--- src/rtl/fast_pkg.sv ---
// Shared definitions for the FAST corner datapath: default geometry and sequencer state encoding.
package fast_pkg;

    localparam int unsigned FAST_DEPTH   = 16;
    localparam int unsigned FAST_ARC_LEN = 9;
    localparam int unsigned FAST_ADDR_W  = $clog2(FAST_DEPTH);

    typedef enum logic [1:0] {
        IDLE = 2'd0,
        SCAN = 2'd1,
        DONE = 2'd2
    } state_t;

endpackage

--- src/rtl/arc_run_tracker.sv ---
// Tracks contiguous hit runs around the circle (current, leading, longest) and
// forms the wrap-joined result from the post-update values of the current step.
module arc_run_tracker
    import fast_pkg::*;
#(
    parameter int unsigned DEPTH      = FAST_DEPTH,
    parameter int unsigned ARC_LEN    = FAST_ARC_LEN,
    parameter bit          EARLY_EXIT = 1'b0,
    parameter int unsigned CNT_W      = $clog2(FAST_DEPTH) + 1
) (
    input  logic             clock,
    input  logic             nReset,
    input  logic             clr,
    input  logic             en,
    input  logic             hit,
    input  logic             last,
    output logic [CNT_W-1:0] runLen_next,
    output logic             corner_next,
    output logic             early_next
);

    localparam logic [CNT_W-1:0] DEPTH_V = CNT_W'(DEPTH);
    localparam logic [CNT_W-1:0] ARC_V   = CNT_W'(ARC_LEN);
    localparam logic [CNT_W-1:0] ONE_V   = CNT_W'(1);

    logic [CNT_W-1:0] curRun;
    logic [CNT_W-1:0] firstRun;
    logic [CNT_W-1:0] maxRun;
    logic             firstOpen;

    logic [CNT_W-1:0] curNext;
    logic [CNT_W-1:0] firstNext;
    logic [CNT_W-1:0] maxNext;
    logic             openNext;
    logic [CNT_W-1:0] wrapSum;
    logic [CNT_W-1:0] finalLen;

    // Post-update run values; counters saturate at DEPTH
    always_comb begin
        curNext   = '0;
        firstNext = firstRun;
        maxNext   = maxRun;
        openNext  = 1'b0;
        if (hit) begin
            curNext   = (curRun >= DEPTH_V) ? curRun : curRun + ONE_V;
            if (firstOpen) begin
                firstNext = (firstRun >= DEPTH_V) ? firstRun : firstRun + ONE_V;
            end
            maxNext   = (curNext > maxRun) ? curNext : maxRun;
            openNext  = firstOpen;
        end
        // Once a miss has been seen the tail and leading runs are disjoint, so the sum stays below DEPTH
        wrapSum     = curNext + firstNext;
        finalLen    = openNext ? DEPTH_V : ((wrapSum > maxNext) ? wrapSum : maxNext);
        early_next  = EARLY_EXIT && (maxNext >= ARC_V);
        runLen_next = (early_next || !last) ? maxNext : finalLen;
        corner_next = (runLen_next >= ARC_V);
    end

    always_ff @(posedge clock or negedge nReset) begin
        if (!nReset) begin
            curRun    <= '0;
            firstRun  <= '0;
            maxRun    <= '0;
            firstOpen <= 1'b0;
        end else if (clr) begin
            curRun    <= '0;
            firstRun  <= '0;
            maxRun    <= '0;
            firstOpen <= 1'b1;
        end else if (en) begin
            curRun    <= curNext;
            firstRun  <= firstNext;
            maxRun    <= maxNext;
            firstOpen <= openNext;
        end
    end

endmodule

--- src/rtl/arc_match_sequencer.sv ---
// Circle-position sequencer: walks DEPTH positions of one candidate pixel and
// reports whether a contiguous (wrapping) hit arc reaches ARC_LEN.
module arc_match_sequencer
    import fast_pkg::*;
#(
    parameter int unsigned DEPTH      = FAST_DEPTH,
    parameter int unsigned ADDR_W     = $clog2(DEPTH),
    parameter int unsigned ARC_LEN    = FAST_ARC_LEN,
    parameter bit          EARLY_EXIT = 1'b0
) (
    input  logic              clock,
    input  logic              nReset,
    input  logic              start,
    input  logic              step,
    input  logic              hit,
    input  logic              abort,
    output logic [ADDR_W-1:0] posAddr,
    output logic              busy,
    output logic              done,
    output logic              isCorner,
    output logic [ADDR_W:0]   runLen
);

    localparam int unsigned CNT_W = ADDR_W + 1;

    state_t            state;
    state_t            stateNext;
    logic [ADDR_W-1:0] posAddrNext;
    logic              busyNext;
    logic              doneNext;
    logic              isCornerNext;
    logic [CNT_W-1:0]  runLenNext;

    logic              last;
    logic              trkClr;
    logic              trkEn;
    logic [CNT_W-1:0]  trkRunLen;
    logic              trkCorner;
    logic              trkEarly;

    assign last = (posAddr == ADDR_W'(DEPTH - 1));

    arc_run_tracker #(
        .DEPTH      (DEPTH),
        .ARC_LEN    (ARC_LEN),
        .EARLY_EXIT (EARLY_EXIT),
        .CNT_W      (CNT_W)
    ) u_tracker (
        .clock       (clock),
        .nReset      (nReset),
        .clr         (trkClr),
        .en          (trkEn),
        .hit         (hit),
        .last        (last),
        .runLen_next (trkRunLen),
        .corner_next (trkCorner),
        .early_next  (trkEarly)
    );

    // Next-state and registered-output values; abort has priority over step
    always_comb begin
        stateNext    = state;
        posAddrNext  = posAddr;
        isCornerNext = isCorner;
        runLenNext   = runLen;
        trkClr       = 1'b0;
        trkEn        = 1'b0;
        unique case (state)
            IDLE: begin
                if (start && !abort) begin
                    stateNext    = SCAN;
                    posAddrNext  = '0;
                    isCornerNext = 1'b0;
                    runLenNext   = '0;
                    trkClr       = 1'b1;
                end
            end
            SCAN: begin
                if (abort) begin
                    stateNext   = IDLE;
                    posAddrNext = '0;
                end else if (step) begin
                    trkEn = 1'b1;
                    if (last || trkEarly) begin
                        stateNext    = DONE;
                        posAddrNext  = '0;
                        isCornerNext = trkCorner;
                        runLenNext   = trkRunLen;
                    end else begin
                        posAddrNext = posAddr + ADDR_W'(1);
                    end
                end
            end
            DONE: begin
                stateNext = IDLE;
            end
            default: begin
                stateNext = IDLE;
            end
        endcase
        busyNext = (stateNext != IDLE);
        doneNext = (stateNext == DONE);
    end

    always_ff @(posedge clock or negedge nReset) begin
        if (!nReset) begin
            state    <= IDLE;
            posAddr  <= '0;
            busy     <= 1'b0;
            done     <= 1'b0;
            isCorner <= 1'b0;
            runLen   <= '0;
        end else begin
            state    <= stateNext;
            posAddr  <= posAddrNext;
            busy     <= busyNext;
            done     <= doneNext;
            isCorner <= isCornerNext;
            runLen   <= runLenNext;
        end
    end

endmodule

--- config.mk ---
export PLATFORM = sky130hd
export DESIGN_NAME = arc_match_sequencer
export DESIGN_NICKNAME = d
export VERILOG_FILES = /design/src/rtl/fast_pkg.sv /design/src/rtl/arc_run_tracker.sv /design/src/rtl/arc_match_sequencer.sv
export SDC_FILE = /design/constraint.sdc
export NUM_CORES = 1
export LEC_CHECK = 0
export CORE_AREA = 2 2 70 106
export CTS_CLUSTER_DIAMETER = 30
export DETAILED_ROUTE_END_ITERATION = 12
export DIE_AREA = 0 0 72 108
export PLACE_DENSITY_LB_ADDON = 0.1
export SYNTH_ARGS = -nofsm -noshare
export SYNTH_HDL_FRONTEND = slang
export SYNTH_HIERARCHICAL = 1
export SYNTH_SLANG_ARGS = --single-unit
--- constraint.sdc ---
create_clock -name clock -period 7.58 [get_ports clock]
set_clock_uncertainty 0.15 [all_clocks]
set_input_delay 1.137 -clock clock [delete_from_list [all_inputs] [get_ports clock]]
set_output_delay 1.137 -clock clock [all_outputs]
set_load 0.005 [all_outputs]
==> impl_results.md, run 1 <==
- Total power divided by cell area: 180 mW/mm^2
- Register-to-register setup slack: 3080 ps
- Die area: 0.00778 mm^2
- Final instance area: 0.00256 mm^2
- Count of unresolved DRC violations after routing: 0
- Leakage power: 1.26 nW
- Clock tree from TritonCTS: done
- Critical-path cell with the highest stage delay: sky130_fd_sc_hd__clkdlybuf4s50_1
- Synth Register Bits: 30
- Largest stage delay, worst path: 790 ps
- Global routing met3 resource utilization: 2.33%
- Average vias per placed instance: 5.09
- Filler instances: between 700 and 800
- I/O pin count: 18
- Starting density of the core: 32.5%
- Combined buffer and inverter count along the critical path: 1
- GRT Residual Overflow: 0
- GRT busiest layer: met2
- Part of the cycle the worst path needs: between 70% and 80%
- Sort of element at the start of the critical path: primary input
- Post-place setup slack: 1980 ps
- Clk Latency, worst-skew pair: 280 ps
- Main synth FF type: sky130_fd_sc_hd__dfrtp_1
- Warning count from the yosys run: 6
- Setup-violating endpoint count in the final report: 0
- Input/output buffers: 17
- Share of the yosys chip area belonging to registers: 34.0%
- Total number of clock tree sinks: 30
- R2r startpoint: u_tracker/curRun[0]
- Final antenna-violating net count: 0
- Total via count after detailed routing: 1701
- Detailed Route WL: between 5 and 6 mm
- Initial antenna violation count: 0
- Number of max-capacitance violations reported: 0
- Die X-Extent: 72 um
- Data arrival time of the worst path: between 5000 and 6000 ps
- Global placer's final weighted congestion: about 0.85
- Largest area contributor in the netlist: sky130_fd_sc_hd__dfrtp_1
- Time the worst path needs with I/O delays and setup: 5310 ps
- Upper clock frequency limit: 188 MHz
- Family with the most delay on the worst path: compound AO/OA/AOI/OAI gates
- Root buf cell: sky130_fd_sc_hd__clkbuf_8
- Area share of the leading cell type in the synthesized netlist: 34.0%
- Area grow syn2layout: 15.7%
- Ys async rst share: 100%
- Number of clock buffers inserted by TritonCTS: 5
- Final count of hold timing violations: 0
- Largest cells by area after synthesis: sky130_fd_sc_hd__dfrtp_1, sky130_fd_sc_hd__ha_1, sky130_fd_sc_hd__mux2i_1
- Total placed instance area: 0.00245 mm^2
- Number of buffers inserted by post-CTS setup repair: 0
- Critical path type: primary input to register
- Post_cts resized: 0
- Final-report max-slew violation count: 0
- Level count of the clock H-tree: 2
- Vias in the first global route: ~1700
- Power after layout: about 0.46 mW
- Layout cells sized above 1: under 10%
- Area of the mapped netlist: 0.00221 mm^2
- Outcome: completed
- Source of the worst hold timing path: posAddr[3]
- Detailed Place HPWL: 3.84 mm
- Post-synthesis net count: 264
- Maximum vdd drop: 0.000109 V
- Post-layout worst setup margin: 2270 ps
- Number of core rows: 37
- Met2 Usage GRT: between 20% and 30%
- Height of the die: between 100 and 150 um
- Setup total negative slack: 0 ps
- Number of enable flip-flop cells after synthesis: 0
- First-iteration detailed-routing DRC count: 91
- Worst-case hold path end point: posAddr[3]
- Diode insertion count for antenna repair: 0
- Reg2reg path depth: 18
- Class of the tightest hold or removal check: register to register
- Hold-fix buffers, CTS: 0
- Syn_area_per_cell: 9.28 um^2
- Cell-by-cell trace of the critical path: clkdlybuf4s50_1 -> nand2_1 -> nor2_1 -> xnor2_1 -> ha_1 -> fa_1 -> nand3_1 -> nand2_1 -> xnor3_1 -> ha_1 -> a211o_1 -> o211ai_2 -> nand2_1 -> o22a_1 -> a32oi_1 -> nand2_1 -> mux2i_1
- Maximum number of pins on one net before global-route repair: 31
- Worst slew margin relative to its limit: 62.2%
- Global routing usage summed across all routing layers: 14.4%
- Setup repair after global routing missed its margin: false
- Final core utilization: between 30% and 40%
- Largest fanout on the critical path: 15
- Worst hold path stage count: 1
- Kind of end point of the critical path: register
- First-pass GRT wire length: approximately 8.7 mm
- First-pass iteration count of the detailed router: 4
- Met1 GRT Util: 18.0%
- Unique cell type count in the Yosys netlist: 56
- Endpoint of the most critical register-to-register path: isCorner
- Floorplan core area: between 0.006 and 0.007 mm^2
- Wire per inst: 15.2 um
- Most Frequent Cell on Critical Path: sky130_fd_sc_hd__nand2_1
- Final Net Count: 281
- Clock transition at the registers of the reported paths: 70 ps
- Maximum number of buffers from clock root to sink: 2
- Tightest Pin Transition: 567 ps
- Data required time at the worst endpoint: 7630 ps
- Cell count after synthesis: 238
==> power breakdown <==
| part | internal [mW] | leakage, nW | switching [mW] |
|---|---|---|---|
| clock | 0.0917 | 0.0575 | 0.0619 |
| sequential | 0.168 | 0.409 | 0.00874 |
| combinational | 0.0552 | 0.793 | 0.0757 |
==> through the flow <==
| stage | instances | hold WS, ps |
|---|---|---|
| 3_5_place_dp | 326 | 353 |
| 6_report | 334 | 370 |
| 5_1_grt | 334 | 406 |
| 4_1_cts | 334 | 378 |
| 2_1_floorplan | 238 | 336 |
| 3_3_place_gp | 326 | 355 |
==> cell usage in the layout (no fill, tap or decap), types with 3 or more instances in the layout <==
cell,synthesis,routed
sky130_fd_sc_hd__inv_1,24,24
sky130_fd_sc_hd__nor2_1,19,19
sky130_fd_sc_hd__mux2_2,4,4
sky130_fd_sc_hd__dfrtp_1,30,30
sky130_fd_sc_hd__o21ai_0,6,6
sky130_fd_sc_hd__nand3_1,3,3
sky130_fd_sc_hd__a21oi_1,10,10
sky130_fd_sc_hd__xnor2_1,8,8
sky130_fd_sc_hd__clkbuf_8,0,8
sky130_fd_sc_hd__and2_1,7,7
sky130_fd_sc_hd__clkdlybuf4s50_1,0,17
sky130_fd_sc_hd__and3_1,3,3
sky130_fd_sc_hd__nand4_1,3,3
sky130_fd_sc_hd__ha_1,19,19
sky130_fd_sc_hd__mux2i_1,13,13
sky130_fd_sc_hd__xor2_1,3,3
sky130_fd_sc_hd__nand2_1,30,30
==> registers in the layout, indices dropped and copies added, names as in the netlist <==
register             cells
u_tracker/curRun         5
posAddr                  4
state                    2
u_tracker/firstOpen      1
busy                     1
done                     1
runLen                   5
isCorner                 1
u_tracker/maxRun         5
u_tracker/firstRun       5
==> final cells by class <==
cell class	count	area [um^2]	share of cell area (%)
tap	78	97.6	3.82
timing repair buffer	18	178	6.95
multi-input combinational	176	1330	52.1
inverter	24	90.1	3.52
sequential	30	751	29.4
clock buffer	8	110	4.31
==> worst max path at each step <==
stage,startpoint,to,slack (ps),depth (start not counted)
finish,hit,isCorner,2270,17
global route,hit,isCorner,1880,16
CTS,hit,isCorner,2290,17
detailed placement,hit,isCorner,1980,17
global placement,hit,isCorner,2050,18
floorplan,hit,isCorner,3240,16
==> synth_stat cells (2+ instances only) <==
| cell type | n |
|---|---|
| sky130_fd_sc_hd__mux2_2 | 4 |
| sky130_fd_sc_hd__inv_1 | 24 |
| sky130_fd_sc_hd__a32oi_1 | 2 |
| sky130_fd_sc_hd__o21a_1 | 2 |
| sky130_fd_sc_hd__nand2b_1 | 2 |
| sky130_fd_sc_hd__buf_2 | 2 |
| sky130_fd_sc_hd__o21ai_0 | 6 |
| sky130_fd_sc_hd__o22a_1 | 2 |
| sky130_fd_sc_hd__nor2b_1 | 2 |
| sky130_fd_sc_hd__ha_1 | 19 |
| sky130_fd_sc_hd__and3b_1 | 2 |
| sky130_fd_sc_hd__and2_1 | 7 |
| sky130_fd_sc_hd__xor2_1 | 3 |
| sky130_fd_sc_hd__o211a_1 | 2 |
| sky130_fd_sc_hd__a31oi_1 | 2 |
| sky130_fd_sc_hd__nand4_1 | 3 |
| sky130_fd_sc_hd__nor2_1 | 19 |
| sky130_fd_sc_hd__nand3_1 | 3 |
| sky130_fd_sc_hd__clkbuf_1 | 4 |
| sky130_fd_sc_hd__dfrtp_1 | 30 |
| sky130_fd_sc_hd__xnor2_1 | 8 |
| sky130_fd_sc_hd__a211o_1 | 2 |
| sky130_fd_sc_hd__a31o_2 | 2 |
| sky130_fd_sc_hd__nand2_1 | 30 |
| sky130_fd_sc_hd__mux2i_1 | 13 |
| sky130_fd_sc_hd__a21oi_1 | 10 |
| sky130_fd_sc_hd__and3_1 | 3 |
| sky130_fd_sc_hd__a211oi_1 | 2 |
==> per-layer routing <==
layer  part of all wire [%]  vias up  routed length (um)
met5                      0        -                   0
met4                    1.6        0                  79
met3                    2.3        6                 116
met2                     51       23                2600
met1                     45      816                2290
li1                       -      856                   -
==> worst reg2reg max path, cell delays in order (launching register included) <==
cell,delay (ps)
sky130_fd_sc_hd__dfrtp_1,450
sky130_fd_sc_hd__inv_1,70
sky130_fd_sc_hd__ha_1,280
sky130_fd_sc_hd__mux2_2,300
sky130_fd_sc_hd__ha_1,280
sky130_fd_sc_hd__nand4_1,120
sky130_fd_sc_hd__o221ai_1,370
sky130_fd_sc_hd__nand2_1,230
sky130_fd_sc_hd__mux2i_1,370
sky130_fd_sc_hd__inv_1,100
sky130_fd_sc_hd__ha_1,300
sky130_fd_sc_hd__and4_1,180
sky130_fd_sc_hd__a21oi_1,260
sky130_fd_sc_hd__o211a_1,260
sky130_fd_sc_hd__o31ai_1,100
sky130_fd_sc_hd__a2111oi_2,290
sky130_fd_sc_hd__a32oi_1,140
sky130_fd_sc_hd__nand2_1,70
sky130_fd_sc_hd__mux2i_1,60
==> kinds of logic (layout without fill, tap and decap cells) <==
| family | count (synthesis) | after routing | share of synthesized area [%] |
|---|---|---|---|
| simple gates | 82 | 82 | 18.9 |
| compound gates | 43 | 43 | 15.7 |
| buf+inv | 32 | 50 | 5.78 |
| flops | 30 | 30 | 34.0 |
| fa+ha+maj | 20 | 20 | 11.7 |
| mux | 18 | 18 | 8.44 |
| xor+xnor | 12 | 12 | 5.38 |
| other cells | 1 | 1 | 0.170 |
Note: power is estimated with default switching activity, not from simulation.
==> run 2, diff against run 1 <==
clock period = 4.3 ns   (was 7.58 ns; I/O delays follow)
==> impl_results.md, run 2 (synthesis results as in run 1) <==
- Outcome: completed
- Worst slew margin relative to its limit: 60.9% (-1.2 points)
- Starting density of the core: 32.5% (unchanged)
- Number of core rows: 37 (unchanged)
- Maximum number of pins on one net before global-route repair: 31 (unchanged)
- Global placer's final weighted congestion: 0.829 (-3.0%)
- First-iteration detailed-routing DRC count: 55 (-40%)
- Diode insertion count for antenna repair: 0 (unchanged)
- I/O pin count: 18 (unchanged)
- Tightest Pin Transition: 585 ps (+18.1 ps)
- First-pass GRT wire length: 9.65 mm (+11%)
- Wire per inst: 16.2 um (+6.1%)
- Count of unresolved DRC violations after routing: 0 (unchanged)
- Final count of hold timing violations: 0 (unchanged)
- Total power divided by cell area: 323 mW/mm^2 (+79%)
- Root buf cell: sky130_fd_sc_hd__clkbuf_8
- Floorplan core area: 0.00681 mm^2 (unchanged)
- First-pass iteration count of the detailed router: 4 (unchanged)
- Most common cell after layout, fill and taps aside: sky130_fd_sc_hd__buf_4
- Critical path type: register to register
- Final instance area: 0.00299 mm^2 (+17%)
- Detailed Route WL: 5.89 mm (+16%)
- Power after layout: 0.963 mW (+110%)
- Clock transition at the registers of the reported paths: 80 ps (about the same)
- Input/output buffers: 17 (unchanged)
- Time the worst path needs with I/O delays and setup: approximately 4200 ps
- Vias in the first global route: 1956 (+14%)
- Average vias per placed instance: 5.14 (+0.87%)
- Number of clock buffers inserted by TritonCTS: 5 (unchanged)
- Total via count after detailed routing: 1870 (+9.9%)
- Global routing usage summed across all routing layers: 16.0% (+1.6 points)
- Detailed Place HPWL: 4.14 mm (+7.9%)
- Hold-fix buffers, CTS: 0 (unchanged)
- Height of the die: 108 um (unchanged)
- Total placed instance area: 0.00259 mm^2 (+5.8%)
- Initial antenna violation count: 0 (unchanged)
- Layout cells sized above 1: 29.0% (+19 points)
- Kind of end point of the critical path: register
- Part of the cycle the worst path needs: 97.6%
- Total number of clock tree sinks: 30 (unchanged)
- Die X-Extent: 72 um (unchanged)
- Largest fanout on the critical path: 5 (-10)
- Data arrival time of the worst path: 4250 ps (-1110 ps)
- GRT Residual Overflow: 0 (unchanged)
- Class of the tightest hold or removal check: register to register
- Final core utilization: 43.9% (+6.3 points)
- Level count of the clock H-tree: 2 (unchanged)
- Sort of element at the start of the critical path: register
- Setup-violating endpoint count in the final report: 0 (unchanged)
- Final antenna-violating net count: 0 (unchanged)
- Die area: 0.00778 mm^2 (unchanged)
- Worst Hold Margin: 370 ps (-0.377 ps)
- Final-report max-slew violation count: 0 (unchanged)
- Number of max-capacitance violations reported: 0 (unchanged)
- Highest-count cells in the layout ignoring fill and taps: sky130_fd_sc_hd__buf_4, sky130_fd_sc_hd__dfrtp_1, sky130_fd_sc_hd__nand2_1, sky130_fd_sc_hd__inv_1, sky130_fd_sc_hd__nor2_1
- Clock tree from TritonCTS: done
- Final Net Count: 311 (+11%)
- Leakage power: 1.44 nW (+14%)
- Clk Latency, worst-skew pair: 290 ps (about the same)
- Upper clock frequency limit: 238 MHz
- Data required time at the worst endpoint: 4350 ps (-3280 ps)
- Maximum vdd drop: 0.000151 V (+38%)
- Area grow syn2layout: 35.1%
- Maximum number of buffers from clock root to sink: 2 (unchanged)
==> run 2: cell types whose count changed in the layout (fill, tap and decap cells not counted), sizes merged <==
cell	previous run	this run
clkbuf	8	5
buf	1	31
bufinv	0	1
clkinv	0	2
clkdlybuf4s50	17	16
dlymetal6s2s	0	1
==> run 2: cell type report <==
type | instances | area [um^2]
Fill cell | 665 | 3820
Multi-Input combinational cell | 176 | 1530
Sequential cell | 30 | 752
Timing Repair Buffer | 48 | 405
Tap cell | 78 | 97.6
Inverter | 24 | 90.1
Clock buffer | 5 | 68.8
Clock inverter | 3 | 40.0
==> run 2: layer usage <==
| metal | part of all wire (%) | wire (um) | GRT usage, % |
|---|---|---|---|
| met1 | 42 | 2460 | 17.7 |
| met2 | 54 | 3190 | 29.7 |
| met3 | 2.6 | 151 | 2.98 |
| met4 | 1.5 | 89 | 6.33 |
| met5 | 0 | 0 | 0 |
==> run 2: worst max-delay path, stage by stage (launching register included) <==
cell and delay [ps]:
sky130_fd_sc_hd__dfrtp_1 420, sky130_fd_sc_hd__inv_1 60, sky130_fd_sc_hd__ha_1 270, sky130_fd_sc_hd__mux2_4 290, sky130_fd_sc_hd__ha_1 280, sky130_fd_sc_hd__nand4_1 140
sky130_fd_sc_hd__o221ai_2 280, sky130_fd_sc_hd__buf_4 170, sky130_fd_sc_hd__and3b_2 230, sky130_fd_sc_hd__nor2_2 50, sky130_fd_sc_hd__inv_1 100, sky130_fd_sc_hd__ha_4 200
sky130_fd_sc_hd__nor2b_1 120, sky130_fd_sc_hd__o211a_1 310, sky130_fd_sc_hd__o211ai_4 280, sky130_fd_sc_hd__nor2_2 60, sky130_fd_sc_hd__a211o_1 290, sky130_fd_sc_hd__a32oi_1 200
sky130_fd_sc_hd__nand2_1 70, sky130_fd_sc_hd__mux2i_1 130
==> run 2: report_power, final <==
group / switching (mW) / leakage [nW] / internal [mW]
sequential: 0.0153 / 0.408 / 0.295
combinational: 0.188 / 0.970 / 0.171
clock: 0.123 / 0.0579 / 0.171
==> run 2: worst paths after layout <==
check / startpoint / endpoint / slack (ps) / cells past startpoint
max: u_tracker/curRun[1] / isCorner / 100 / 19
min: posAddr[3] / posAddr[3] / 370 / 1
max reg2reg: u_tracker/curRun[1] / isCorner / 100 / 19
min reg2reg: posAddr[3] / posAddr[3] / 370 / 1
max in group asynchronous: nReset / u_tracker/curRun[0] / 3070 / 2
min in group asynchronous: nReset / u_tracker/maxRun[0] / 610 / 2
==> run 2: per-stage QoR <==
step	TNS, ps	cells	setup WS (ps)
6_report	0	364	104
5_1_grt	-25.2	364	-25.2
4_1_cts	0	353	7.34
3_5_place_dp	-890	345	-278
3_3_place_gp	-706	345	-242
2_1_floorplan	0	238	396
==> run 2: repair_timing <==
action                     4_1_cts  5_1_grt
setup buffers                    0       11
setup endpoints to repair        2        6
pin swaps                        0       18
gates resized for setup          2       35
